## src/rtl/mc_control_fsm.sv

```systemverilog
// Multicycle RV32I control unit: sequences fetch/decode/execute/memory/writeback,
// with a memory ready handshake, sticky illegal-instruction halt and retired counter.
module mc_control_fsm #(
  parameter bit          MEM_HANDSHAKE = 1'b1,
  parameter bit          EXT_BRANCH    = 1'b1,
  parameter int unsigned CNT_W         = 32,
  localparam int unsigned XLEN         = 32,
  localparam int unsigned ST_W         = 4
) (
  input  logic             i_clk,
  input  logic             i_rstn,
  input  logic [XLEN-1:0]  i_instr,
  input  logic             i_zero,
  input  logic             i_lt,
  input  logic             i_ltu,
  input  logic             i_mem_ready,
  output logic             o_PCWrite,
  output logic             o_IRWrite,
  output logic             o_RegWrite,
  output logic             o_MemWrite,
  output logic             o_AdSrc,
  output logic [1:0]       o_ResultSrc,
  output logic [1:0]       o_ALUSrcA,
  output logic [1:0]       o_ALUSrcB,
  output logic [1:0]       o_ImmSrc,
  output logic [2:0]       o_ALUControl,
  output logic             o_illegal,
  output logic [CNT_W-1:0] o_retired,
  output logic [ST_W-1:0]  o_state
);

  localparam logic [6:0] OP_LOAD   = 7'b0000011;
  localparam logic [6:0] OP_STORE  = 7'b0100011;
  localparam logic [6:0] OP_RTYPE  = 7'b0110011;
  localparam logic [6:0] OP_ITYPE  = 7'b0010011;
  localparam logic [6:0] OP_BRANCH = 7'b1100011;
  localparam logic [6:0] OP_JAL    = 7'b1101111;

  localparam logic [1:0] SRCA_PC    = 2'b00;
  localparam logic [1:0] SRCA_OLDPC = 2'b01;
  localparam logic [1:0] SRCA_REG   = 2'b10;
  localparam logic [1:0] SRCB_REG   = 2'b00;
  localparam logic [1:0] SRCB_IMM   = 2'b01;
  localparam logic [1:0] SRCB_FOUR  = 2'b10;
  localparam logic [1:0] RES_ALUOUT = 2'b00;
  localparam logic [1:0] RES_DATA   = 2'b01;
  localparam logic [1:0] RES_ALURES = 2'b10;
  localparam logic [1:0] IMM_I      = 2'b00;
  localparam logic [1:0] IMM_S      = 2'b01;
  localparam logic [1:0] IMM_B      = 2'b10;
  localparam logic [1:0] IMM_J      = 2'b11;

  localparam logic [2:0] ALU_ADD = 3'b000;
  localparam logic [2:0] ALU_SUB = 3'b001;
  localparam logic [2:0] ALU_AND = 3'b010;
  localparam logic [2:0] ALU_OR  = 3'b011;
  localparam logic [2:0] ALU_XOR = 3'b100;
  localparam logic [2:0] ALU_SLT = 3'b101;

  typedef enum logic [ST_W-1:0] {
    S_FETCH    = 4'd0,
    S_DECODE   = 4'd1,
    S_MEMADR   = 4'd2,
    S_MEMREAD  = 4'd3,
    S_MEMWB    = 4'd4,
    S_MEMWRITE = 4'd5,
    S_EXECUTER = 4'd6,
    S_EXECUTEI = 4'd7,
    S_ALUWB    = 4'd8,
    S_BRANCH   = 4'd9,
    S_JAL      = 4'd10,
    S_HALT     = 4'd11
  } state_e;

  state_e           state_q, state_d;
  logic             illegal_q, illegal_d;
  logic [CNT_W-1:0] retired_q, retired_d;

  logic [6:0] opcode;
  logic [2:0] funct3;
  logic       funct7b5;
  logic       rdy;
  logic       alu_f3_bad;
  logic       br_f3_bad;
  state_e     decode_next;
  logic [2:0] alu_op;
  logic       taken;
  logic       retire;

  logic       pc_write, ir_write, reg_write, mem_write, ad_src;
  logic [1:0] result_src, alu_src_a, alu_src_b, imm_src;
  logic [2:0] alu_ctrl;

  assign opcode   = i_instr[6:0];
  assign funct3   = i_instr[14:12];
  assign funct7b5 = i_instr[30];

  // Remaining instruction fields belong to the datapath, not to control.
  logic unused_instr_bits;
  assign unused_instr_bits = ^{i_instr[31], i_instr[29:15], i_instr[11:7]};

  assign rdy = MEM_HANDSHAKE ? i_mem_ready : 1'b1;

  assign alu_f3_bad = (funct3 == 3'b001) || (funct3 == 3'b011) || (funct3 == 3'b101);
  assign br_f3_bad  = (funct3 == 3'b010) || (funct3 == 3'b011) ||
                      (!EXT_BRANCH && (funct3 != 3'b000));

  // Decode-time dispatch; anything unsupported parks the core in HALT.
  always_comb begin
    decode_next = S_HALT;
    case (opcode)
      OP_LOAD, OP_STORE: decode_next = S_MEMADR;
      OP_RTYPE:          if (!alu_f3_bad) decode_next = S_EXECUTER;
      OP_ITYPE:          if (!alu_f3_bad) decode_next = S_EXECUTEI;
      OP_BRANCH:         if (!br_f3_bad)  decode_next = S_BRANCH;
      OP_JAL:            decode_next = S_JAL;
      default:           decode_next = S_HALT;
    endcase
  end

  // ALU operation from funct3; sub only for R-type with funct7[5].
  always_comb begin
    alu_op = ALU_ADD;
    case (funct3)
      3'b000:  if ((opcode == OP_RTYPE) && funct7b5) alu_op = ALU_SUB;
      3'b010:  alu_op = ALU_SLT;
      3'b100:  alu_op = ALU_XOR;
      3'b110:  alu_op = ALU_OR;
      3'b111:  alu_op = ALU_AND;
      default: alu_op = ALU_ADD;
    endcase
  end

  always_comb begin
    taken = 1'b0;
    case (funct3)
      3'b000:  taken = i_zero;
      3'b001:  taken = !i_zero;
      3'b100:  taken = i_lt;
      3'b101:  taken = !i_lt;
      3'b110:  taken = i_ltu;
      3'b111:  taken = !i_ltu;
      default: taken = 1'b0;
    endcase
  end

  // Next-state and control outputs.
  always_comb begin
    state_d    = state_q;
    pc_write   = 1'b0;
    ir_write   = 1'b0;
    reg_write  = 1'b0;
    mem_write  = 1'b0;
    ad_src     = 1'b0;
    result_src = RES_ALUOUT;
    alu_src_a  = SRCA_PC;
    alu_src_b  = SRCB_REG;
    imm_src    = IMM_I;
    alu_ctrl   = ALU_ADD;
    case (state_q)
      S_FETCH: begin
        alu_src_b  = SRCB_FOUR;
        result_src = RES_ALURES;
        ir_write   = rdy;
        pc_write   = rdy;
        if (rdy) state_d = S_DECODE;
      end
      S_DECODE: begin
        alu_src_a = SRCA_OLDPC;
        alu_src_b = SRCB_IMM;
        imm_src   = (opcode == OP_JAL) ? IMM_J : IMM_B;
        state_d   = decode_next;
      end
      S_MEMADR: begin
        alu_src_a = SRCA_REG;
        alu_src_b = SRCB_IMM;
        imm_src   = (opcode == OP_STORE) ? IMM_S : IMM_I;
        state_d   = (opcode == OP_STORE) ? S_MEMWRITE : S_MEMREAD;
      end
      S_MEMREAD: begin
        ad_src = 1'b1;
        if (rdy) state_d = S_MEMWB;
      end
      S_MEMWB: begin
        result_src = RES_DATA;
        reg_write  = 1'b1;
        state_d    = S_FETCH;
      end
      S_MEMWRITE: begin
        ad_src    = 1'b1;
        mem_write = 1'b1;
        if (rdy) state_d = S_FETCH;
      end
      S_EXECUTER: begin
        alu_src_a = SRCA_REG;
        alu_src_b = SRCB_REG;
        alu_ctrl  = alu_op;
        state_d   = S_ALUWB;
      end
      S_EXECUTEI: begin
        alu_src_a = SRCA_REG;
        alu_src_b = SRCB_IMM;
        imm_src   = IMM_I;
        alu_ctrl  = alu_op;
        state_d   = S_ALUWB;
      end
      S_ALUWB: begin
        result_src = RES_ALUOUT;
        reg_write  = 1'b1;
        state_d    = S_FETCH;
      end
      S_BRANCH: begin
        alu_src_a  = SRCA_REG;
        alu_src_b  = SRCB_REG;
        alu_ctrl   = ALU_SUB;
        result_src = RES_ALUOUT;
        pc_write   = taken;
        state_d    = S_FETCH;
      end
      S_JAL: begin
        alu_src_a  = SRCA_OLDPC;
        alu_src_b  = SRCB_FOUR;
        result_src = RES_ALUOUT;
        pc_write   = 1'b1;
        state_d    = S_ALUWB;
      end
      S_HALT:  state_d = S_HALT;
      default: state_d = S_FETCH;
    endcase
  end

  // An instruction retires when its last state hands back to FETCH.
  always_comb begin
    retire = (state_d == S_FETCH) &&
             ((state_q == S_MEMWB) || (state_q == S_MEMWRITE) ||
              (state_q == S_ALUWB) || (state_q == S_BRANCH));
    retired_d = retire ? (retired_q + CNT_W'(1)) : retired_q;
    illegal_d = illegal_q || ((state_q == S_DECODE) && (state_d == S_HALT));
  end

  always_ff @(posedge i_clk or negedge i_rstn) begin
    if (!i_rstn) begin
      state_q   <= S_FETCH;
      illegal_q <= 1'b0;
      retired_q <= '0;
    end else begin
      state_q   <= state_d;
      illegal_q <= illegal_d;
      retired_q <= retired_d;
    end
  end

  // Enables are held low for the whole time reset is asserted.
  assign o_PCWrite    = pc_write  & i_rstn;
  assign o_IRWrite    = ir_write  & i_rstn;
  assign o_RegWrite   = reg_write & i_rstn;
  assign o_MemWrite   = mem_write & i_rstn;
  assign o_AdSrc      = ad_src    & i_rstn;
  assign o_ResultSrc  = result_src;
  assign o_ALUSrcA    = alu_src_a;
  assign o_ALUSrcB    = alu_src_b;
  assign o_ImmSrc     = imm_src;
  assign o_ALUControl = alu_ctrl;
  assign o_illegal    = illegal_q;
  assign o_retired    = retired_q;
  assign o_state      = state_q;

endmodule
```

## config.mk

```make
export PLATFORM = sky130hd
export DESIGN_NAME = mc_control_fsm
export DESIGN_NICKNAME = d
export VERILOG_FILES = /design/src/rtl/mc_control_fsm.sv
export SDC_FILE = /design/constraint.sdc
export NUM_CORES = 1
export LEC_CHECK = 0
export CELL_PAD_IN_SITES_DETAIL_PLACEMENT = 1
export CELL_PAD_IN_SITES_GLOBAL_PLACEMENT = 2
export CORE_MARGIN = 4
export CORE_UTILIZATION = 23
export DETAILED_ROUTE_END_ITERATION = 8
export GPL_TIMING_DRIVEN = 0
export MAX_ROUTING_LAYER = met4
export PLACE_DENSITY = 0.78
export SLEW_MARGIN = 20
export SYNTH_ARGS = -nofsm -noshare
export SYNTH_HDL_FRONTEND = slang
export SYNTH_SLANG_ARGS = --single-unit
```

## constraint.sdc

```tcl
create_clock -name i_clk -period 1.8 [get_ports i_clk]
set_clock_uncertainty 0.2 [all_clocks]
set_input_delay 0.36 -clock i_clk [delete_from_list [all_inputs] [get_ports i_clk]]
set_output_delay 0.36 -clock i_clk [all_outputs]
set_load 0.005 [all_outputs]
```

; Word-level counts from Yosys, hierarchy flattened
; Index checks and enable logic that the tools add are counted.
[op_classes]
add_sub_neg = 1
eq_ne = 25
muxes = 24
bitwise_logic = 5
n_reduce_logical = 25
[ops]
columns = op, count
row1 = "adder 32 x 1 -> 32 bit, second input constant", 1
row2 = case mux 4 bit (7 select lines), 1
row3 = "equality test 4 bit, second input constant", 5
row4 = two-way mux 4 bit, 5
row5 = case mux 4 bit (5 select lines), 1
row6 = "equality test 4 x 3 -> 1 bit, second input constant", 4
row7 = case mux 2 bit (2 select lines), 4
row8 = case mux 3 bit (5 select lines), 1
row9 = "equality test 7 x 6 -> 1 bit, second input constant", 2
row10 = "equality test 7 bit, second input constant", 2
row11 = "equality test 3 bit, second input constant", 4
row12 = OR reduction 2 bit, 6
row13 = "equality test 4 x 2 -> 1 bit, second input constant", 2
row14 = logical NOT 4 bit, 2
row15 = "equality test 7 x 2 -> 1 bit, second input constant", 1
row16 = "equality test 7 x 5 -> 1 bit, second input constant", 1
row17 = logical OR 1 bit, 7
row18 = two-way mux 1 bit, 7
row19 = "equality test 3 x 2 -> 1 bit, second input constant", 2
row20 = case mux 1 bit (6 select lines), 1
row21 = case mux 3 bit (2 select lines), 1
row22 = OR reduction 3 bit, 2
row23 = bitwise AND 1 bit, 5
row24 = "equality test 4 x 1 -> 1 bit, second input constant", 1
row25 = 8 further kinds, 12
[word_totals]
register_bits = 37
output_inout_bits = 53
word_cells = 83

; Longest topological paths before layout
; Gate-level depths: netlist of run 1.
[depth]
depth_word = 9
mapped_depth = 6
ltp_nobuf = 6

; Least setup slack after synthesis of run 1
; Ideal clock, no wire load.
[synth_path]
path_type = register -> output
from = register state_q[1], in the netlist o_state[1]
to = output o_ALUControl[0]
t_arrival_ns = 1.393
path_slack_ns = -0.153
stages_incl_launch_ff = 6
path_buffers = 2
cell_sequence = dfrtp_1 > buf_2 > clkbuf_1 > nor2b_1 > nand2_1 > o32ai_1
[synth_between]
elab_chain_len = 3
elab_cells_between_ends = 5
[synth_rtl]
columns = element, line
row1 = "start, declared", 75  ; state_e state_q, state_d;
row2 = "start signal, assigned", 247  ; state_q <= state_d;
row3 = equality test 4 x 3 -> 1 bit, 160  ; case (state_q)
row4 = OR reduction 2 bit (no line), -
row5 = case mux 3 bit (2 select lines) (*), 160
row6 = "end, declared", 26  ; output logic [2:0] o_ALUControl,
; Mark *: on every way between the ends. The rest lies on a longest branch, timed or not.

; Worst setup path in the final report of run 1
[layout_path]
from = register state_q[1], in the netlist o_state[1]
to = output o_ALUSrcB[0]
[layout_between]
elab_chain_len = 3
elab_cells_between_ends = 8
[layout_rtl]
columns = element, line
row1 = equality test 4 x 1 -> 1 bit (tied with other cells), 160
row2 = OR reduction 3 bit (no line) / OR reduction 2 bit (equally long branches), -
row3 = case mux 2 bit (2 select lines) (*), 160
row4 = "end, declared", 24  ; output logic [1:0] o_ALUSrcB,
; Marks and branches as above.

==> metrics.txt, run 1 <==
WS Path Type=reg2out; Area Overhead vs Synth=92.0%; die width=107 um; Slew Limit Fails=0; DRC errors left=0; Peak VDD IR=~0.37 mV; Clock Path Buffers=2; WL met3=293 um; Die Height=107 um; total CTS buffers=5; maximum clock rate=464 MHz; CTS sink count=37; setup slack after layout=-354 ps; clk_lat worst skew=290 ps; max layer used=met4; Worst-path clk slew=around 70 ps; Min Hold Slack=274 ps; max_cap viols=0; post-synth top area cell=dfrtp_1; crit path DAT=~1600 ps; cell area after synthesis=2250 um^2; Root Driver=clkbuf_8; CP endpoint kind=primary output; vias in the first global route=2498; First-pass DRT Iterations=4; synthesized area per cell=9.54 um^2; post-synth top area share=0.411; Ant. Diodes=0; # fillers=1073; Unique masters post-synth=between 50 and 60; min cycle time layout=2150 ps; Setup WS pre-CTS=-1090 ps; register area share after synthesis=0.411; Setup TNS=-5290 ps; Final Hold Viols=0; Met2 Routed Length=about 4600 um; first-pass GRT wire length=roughly 13000 um; GRT Util Overall=0.142; fraction of registers with async set/reset=1.00; die area=approximately 11000 um^2; status=complete, but fails checks; Seq cells post-synth=37; total vias in the final route=2442; Vias/cell=around 4.6; number of H-tree levels=2; Non-Filler Instances=532; Final ANT Viol Nets=0; Post-synth EDFFs=0; Syn Nets=~280; Synth area leaders=dfrtp_1 (41%), xnor2_1 (8.2%), xor2_1 (5.1%); total gr overflow=0; cell area power density=between 900 and 1000 nW/um^2; LEAKAGE=between 2 and 2.5 nW; CP Cell Sequence=buf_6 -> buf_4 -> nor2b_4 -> nor2b_2 -> mux2i_1 -> nor2_1 -> buf_2; final setup fails=37; initial antenna violation count=0; Worst EP required=1240 ps; final core area utilization=0.461; Final nets=between 400 and 500; CP Launch Type=flip-flop; GPL Wtd Cong=between 0.7 and 0.8; Cells after Synth=236; slowest cell on the critical path=dfrtp_1; prevailing post-synth register cell=dfrtp_1; crit path max fanout=8; CTS tree=yes; Ys Warns=0; Slew @ Worst Pin=797 ps; CP max stage delay=390 ps; RSZ-0062 raised after global routing=true; WL met1=between 3000 and 4000 um; I/O Buffers=68; share of layout cells above drive strength 1=0.511; I/O Pins=91; DR WL/cell=16.4 um; failing checks=setup timing; type of the worst min-delay path=reg2reg; Core Box Area=9370 um^2; Initial Util=0.240; Slew headroom=0.467; violation count after the first detailed-route iteration=70; largest net degree at the start of global routing=21; row count=35; period utilisation layout=1.20; dpl cells=approximately 430; final WL=8700 um; detailed placement HPWL=5220 um
## worst max-delay path: cells and delay by family (launching register included)
family	cells	cell delay [ps]
muxes	1	90
and+or+nand+nor	3	410
buffers and inverters	3	420
DFF	1	390
## layout make-up
class	count	area, um^2	area share
Buffer	8	111	0.0258
Timing Repair Buffer	160	1380	0.319
Tap cell	129	161	0.0373
Sequential cell	37	937	0.217
Clock buffer	7	86.3	0.0200
Multi-Input combinational cell	186	1620	0.376
Inverter	5	21.3	0.00492
## per-stage QoR
| stage | power, W | instance area [um^2] |
|---|---|---|
| after floorplan | 0.00189 | 2260 |
| after global placement | 0.00263 | 3100 |
| after detailed placement | 0.00266 | 3120 |
| after CTS | 0.00389 | 3890 |
| after global routing | 0.00456 | 4320 |
| final | 0.00429 | 4320 |
## sequential cells by signal (all words and copies together), names as in the netlist
| name | flops |
|---|---|
| o_state | 4 |
| o_retired | 32 |
| o_illegal | 1 |
## kinds of logic (layout without fill, tap and decap cells)
group | count (synthesis) | count (layout) | share of synthesized area
multiplexers | 3 | 3 | 0.0139
XOR/XNOR | 34 | 34 | 0.132
adder cells (fa/ha/maj) | 1 | 1 | 0.00556
buffers and inverters | 13 | 180 | 0.0261
AO/OA/AOI/OAI | 24 | 24 | 0.0750
flip-flops | 37 | 37 | 0.411
AND/OR/NAND/NOR | 124 | 124 | 0.336
## layer usage
layer  up-vias  global-route usage
li1       1176                   -
met1      1213               0.168
met2        43               0.250
met3        10              0.0235
met4         0              0.0384
met5         -                   -
## repair_timing
action / in CTS / in global routing
hold buffers: 2 / 0
setup endpoints to repair: 70 / 66
pin swaps: 46 / 33
gates cloned: 1 / 0
buffers inserted: 60 / 31
endpoints found under the hold margin: 17 / 0
resized for setup: 165 / 68
## synth_stat cells (3+ instances only)
master    instances
inv_1             5
a31oi_1           3
xor2_1           13
o21ai_0           6
a21oi_1           4
nor3_1           11
nand2_1          22
nand4_1           9
nand4_2           3
nor4_1            5
nor2_1           17
and4_1            6
nor2b_1           6
and3_1            5
nand2b_1          4
xnor2_1          21
nand3_1          16
dfrtp_1          37
clkbuf_1          4
## power breakdown
group	switching [W]	total, W	leakage (nW)	internal [W]
clock network	0.000292	0.000597	0.0443	0.000304
logic	0.00118	0.00262	1.59	0.00144
registers	0.000129	0.00108	0.461	0.000954
## cells in the final DEF, fill, tap and decap left out, types with 3 or more instances in the layout
cell             Yosys  routed
nor2_1              17       5
nor2_2               2       7
and4_1               6       6
inv_1                5       4
buf_2                2      16
a31oi_1              3       3
nor2_4               0       7
dlymetal6s2s_1       0      13
nand3_1             16      10
o21ai_1              0       3
dlygate4sd2_1        0      12
nand2b_4             1       4
nor4_4               2       5
xor2_1              13      13
dfrtp_2              0       9
o21ai_0              6       3
nand4_1              9       9
and3_1               5       4
nor3_2               2       6
buf_4                0      76
xnor2_1             21      19
dfrtp_1             37      28
nor3_4               0       3
clkdlybuf4s50_1      0      17
clkbuf_2             0       4
nor3_1              11       4
clkbuf_8             0       6
buf_6                1      23
nand3_2              0       4
nor4_1               5       3
nor2b_1              6       3
nand2_1             22      19
## path summary, 6_finish.rpt
| kind | to | slack (ps) | startpoint | cells past startpoint |
|---|---|---|---|---|
| worst min register to register | o_illegal$_DFF_PN0_ | 270 | o_illegal$_DFF_PN0_ | 1 |
| worst max-delay path | o_ALUSrcB[0] | -350 | o_state[1]$_DFF_PN0_ | 7 |
| max in group asynchronous | o_retired[20]$_DFFE_PN0P_ | 290 | i_rstn | 2 |
| worst max register to register | o_retired[30]$_DFFE_PN0P_ | -180 | o_state[1]$_DFF_PN0_ | 7 |
| worst min-delay path | o_illegal$_DFF_PN0_ | 270 | o_illegal$_DFF_PN0_ | 1 |
| min in group asynchronous | o_retired[30]$_DFFE_PN0P_ | 490 | i_rstn | 3 |
No activity file was read; power rests on OpenSTA's default activity.
==> run 2, diff against run 1 <==
CORE_MARGIN = not set   (was 4)
MAX_ROUTING_LAYER = not set   (was met4)
==> run 2 against run 1 <==
The run still ends with setup timing left. Flip-flop and latch count is the same. Sequential power about the same. Global-route usage increased by 1.6 points. Count of clock-buffer cells in the layout unchanged. Total power grew 4.3%. Maximum frequency rose by 2.8%. Worst setup slack improved by 59 ps. Cell count decreased by 0.94%.
==> metrics.txt, run 2 (synthesis gave the netlist of run 1 again) <==
final setup fails=45; Initial Util=0.240; CTS tree=yes; crit path DAT=about 1500 ps; WL met1=around 3700 um; Worst-path clk slew=80 ps; Slew @ Worst Pin=843 ps; die area=10200 um^2; first-pass GRT wire length=12700 um; Net Sw Frac=0.371; Core Box Area=9370 um^2; CP top delay family=buffers and inverters; row count=35; CP Launch Type=flip-flop; CP Cell Sequence=buf_6 -> clkbuf_16 -> nor2b_4 -> nand2_2 -> o32ai_2 -> buf_2; share of layout cells above drive strength 1=0.508; RSZ-0062 raised after global routing=true; Area Overhead vs Synth=93.6%; WS Path Type=reg2out; clk_lat worst skew=280 ps; Ant. Diodes=0; Root Driver=clkbuf_8; RR Startpoint=o_state[3]$_DFF_PN0_; sequential share of power=0.244; Slew Limit Fails=0; Psw=0.00166 W; type of the worst min-delay path=in2async; period utilisation layout=1.16; First-pass DRT Iterations=4; Final ANT Viol Nets=0; final WL=8540 um; Met2 Routed Length=between 4000 and 5000 um; commonest non-fill, non-tap cell in the layout=buf_4; CP max stage delay=360 ps; WL met3=213 um; cell area power density=around 1000 nW/um^2; vias in the first global route=2510; failing checks=setup timing; initial antenna violation count=0; die width=a little over 100 um; GRT Util Overall=0.158; I/O Buffers=approximately 70; total CTS buffers=5; Slew headroom=0.436; violation count after the first detailed-route iteration=50; max reg flops=32; setup slack after layout=-295 ps; DRC errors left=0; combinational group share of total power=0.625; number of H-tree levels=2; LEAKAGE=just over 2 nW; Final Hold Viols=0; final core area utilization=0.465; detailed placement HPWL=5090 um; crit path max fanout=8; most frequent cells in the layout=buf_4 (68), dfrtp_1 (24), buf_6 (20), xnor2_1 (20), clkdlybuf4s50_1 (20); Clk pwr share=0.131; Final nets=between 400 and 500; CP endpoint kind=primary output; Internal Dissipation=0.00282 W; max_cap viols=0; maximum clock rate=477 MHz; worst setup path start=o_state[1]$_DFF_PN0_; min cycle time layout=2100 ps; Setup TNS=-6170 ps; crit path buf inv count=3; DR WL/cell=16.2 um; Clock Path Buffers=2; GPL Wtd Cong=0.746; I/O Pins=91; total vias in the final route=2456; total gr overflow=0; slowest cell on the critical path=dfrtp_1; Vias/cell=4.66; CTS sink count=37; # fillers=around 1100; Die Height=101 um; max layer used=met4; Worst EP required=around 1200 ps; status=complete, but fails checks; Peak VDD IR=0.354 mV; largest net degree at the start of global routing=21
==> run 2: cell types whose count changed in the layout (fill, tap and decap cells not counted), sizes merged <==
cell / delta
dlymetal6s2s: +1
dlygate4sd3: -1
buf: -9
clkbuf: -1
dlygate4sd2: +2
clkdlybuf4s50: +3
==> run 2: worst paths after layout <==
kind,depth (start not counted),slack (ps),end
setup / recovery,6,-300,o_ALUControl[0]
hold / removal,3,70,o_retired[3]$_DFFE_PN0P_
setup reg to reg,8,-210,o_retired[17]$_DFFE_PN0P_
hold reg to reg,1,290,o_retired[26]$_DFFE_PN0P_
max in group asynchronous,2,270,o_retired[13]$_DFFE_PN0P_
min in group i_clk,1,290,o_retired[26]$_DFFE_PN0P_
==> run 2: power groups by stage <==
stage | sequential, W | clock (W) | combinational [W]
6_report | 0.00110 | 0.000585 | 0.00280
5_1_grt | 0.00111 | 0.000635 | 0.00299
4_1_cts | 0.00110 | 0.000600 | 0.00235
3_5_place_dp | 0.00110 | 0 | 0.00155
3_3_place_gp | 0.00110 | 0 | 0.00151
2_1_floorplan | 0.00109 | 0 | 0.000802
==> run 2: final cells by class <==
type                    instances  area, um^2  area share
plain buffers                   8         110      0.0253
clock buffers                   7        86.3      0.0198
inverters                       5        21.3     0.00488
multi-input cells             186        1640       0.377
flip-flops and latches         37         942       0.216
repair buffers                155        1400       0.320
well taps                     129         161      0.0370
==> run 2: worst min-delay path, stage by stage <==
cell and delay [ps]:
buf_4 110, buf_16 110, buf_2 410
==> run 2: timing repair <==
item                                    in CTS  in global routing
gates cloned                                 1                  0
resized for setup                          178                 48
endpoints found under the setup margin      66                 68
buffers inserted                            54                 31
hold endpoints to repair                    17                  0
hold buffers                                 2                  0
pin swaps                                   53                 40
==> run 2: per-stage QoR <==
stage / std cells / worst slack [ps] / hold slack, ps / area [um^2] / total power [W]
floorplan: 236 / -40.2 / -136 / 2260 / 0.00189
global placement: 433 / -2110 / 268 / 3100 / 0.00262
detailed placement: 434 / -1090 / 137 / 3120 / 0.00265
CTS: 498 / -325 / 283 / 3970 / 0.00405
global route: 527 / -397 / 114 / 4360 / 0.00473
finish: 527 / -295 / 66.5 / 4360 / 0.00448
==> run 2: routing by layer <==
metal	vias to the layer above	global-route usage
li1	1169	-
met1	1247	0.200
met2	34	0.286
met3	6	0.0264
met4	0	0.0234
met5	-	0
==> run 3, diff against run 2 <==
CTS_CLUSTER_SIZE = 20   (was not set)
==> results of run 3 <==
No change in the layout: final DEF, timing and power equal those of run 2.
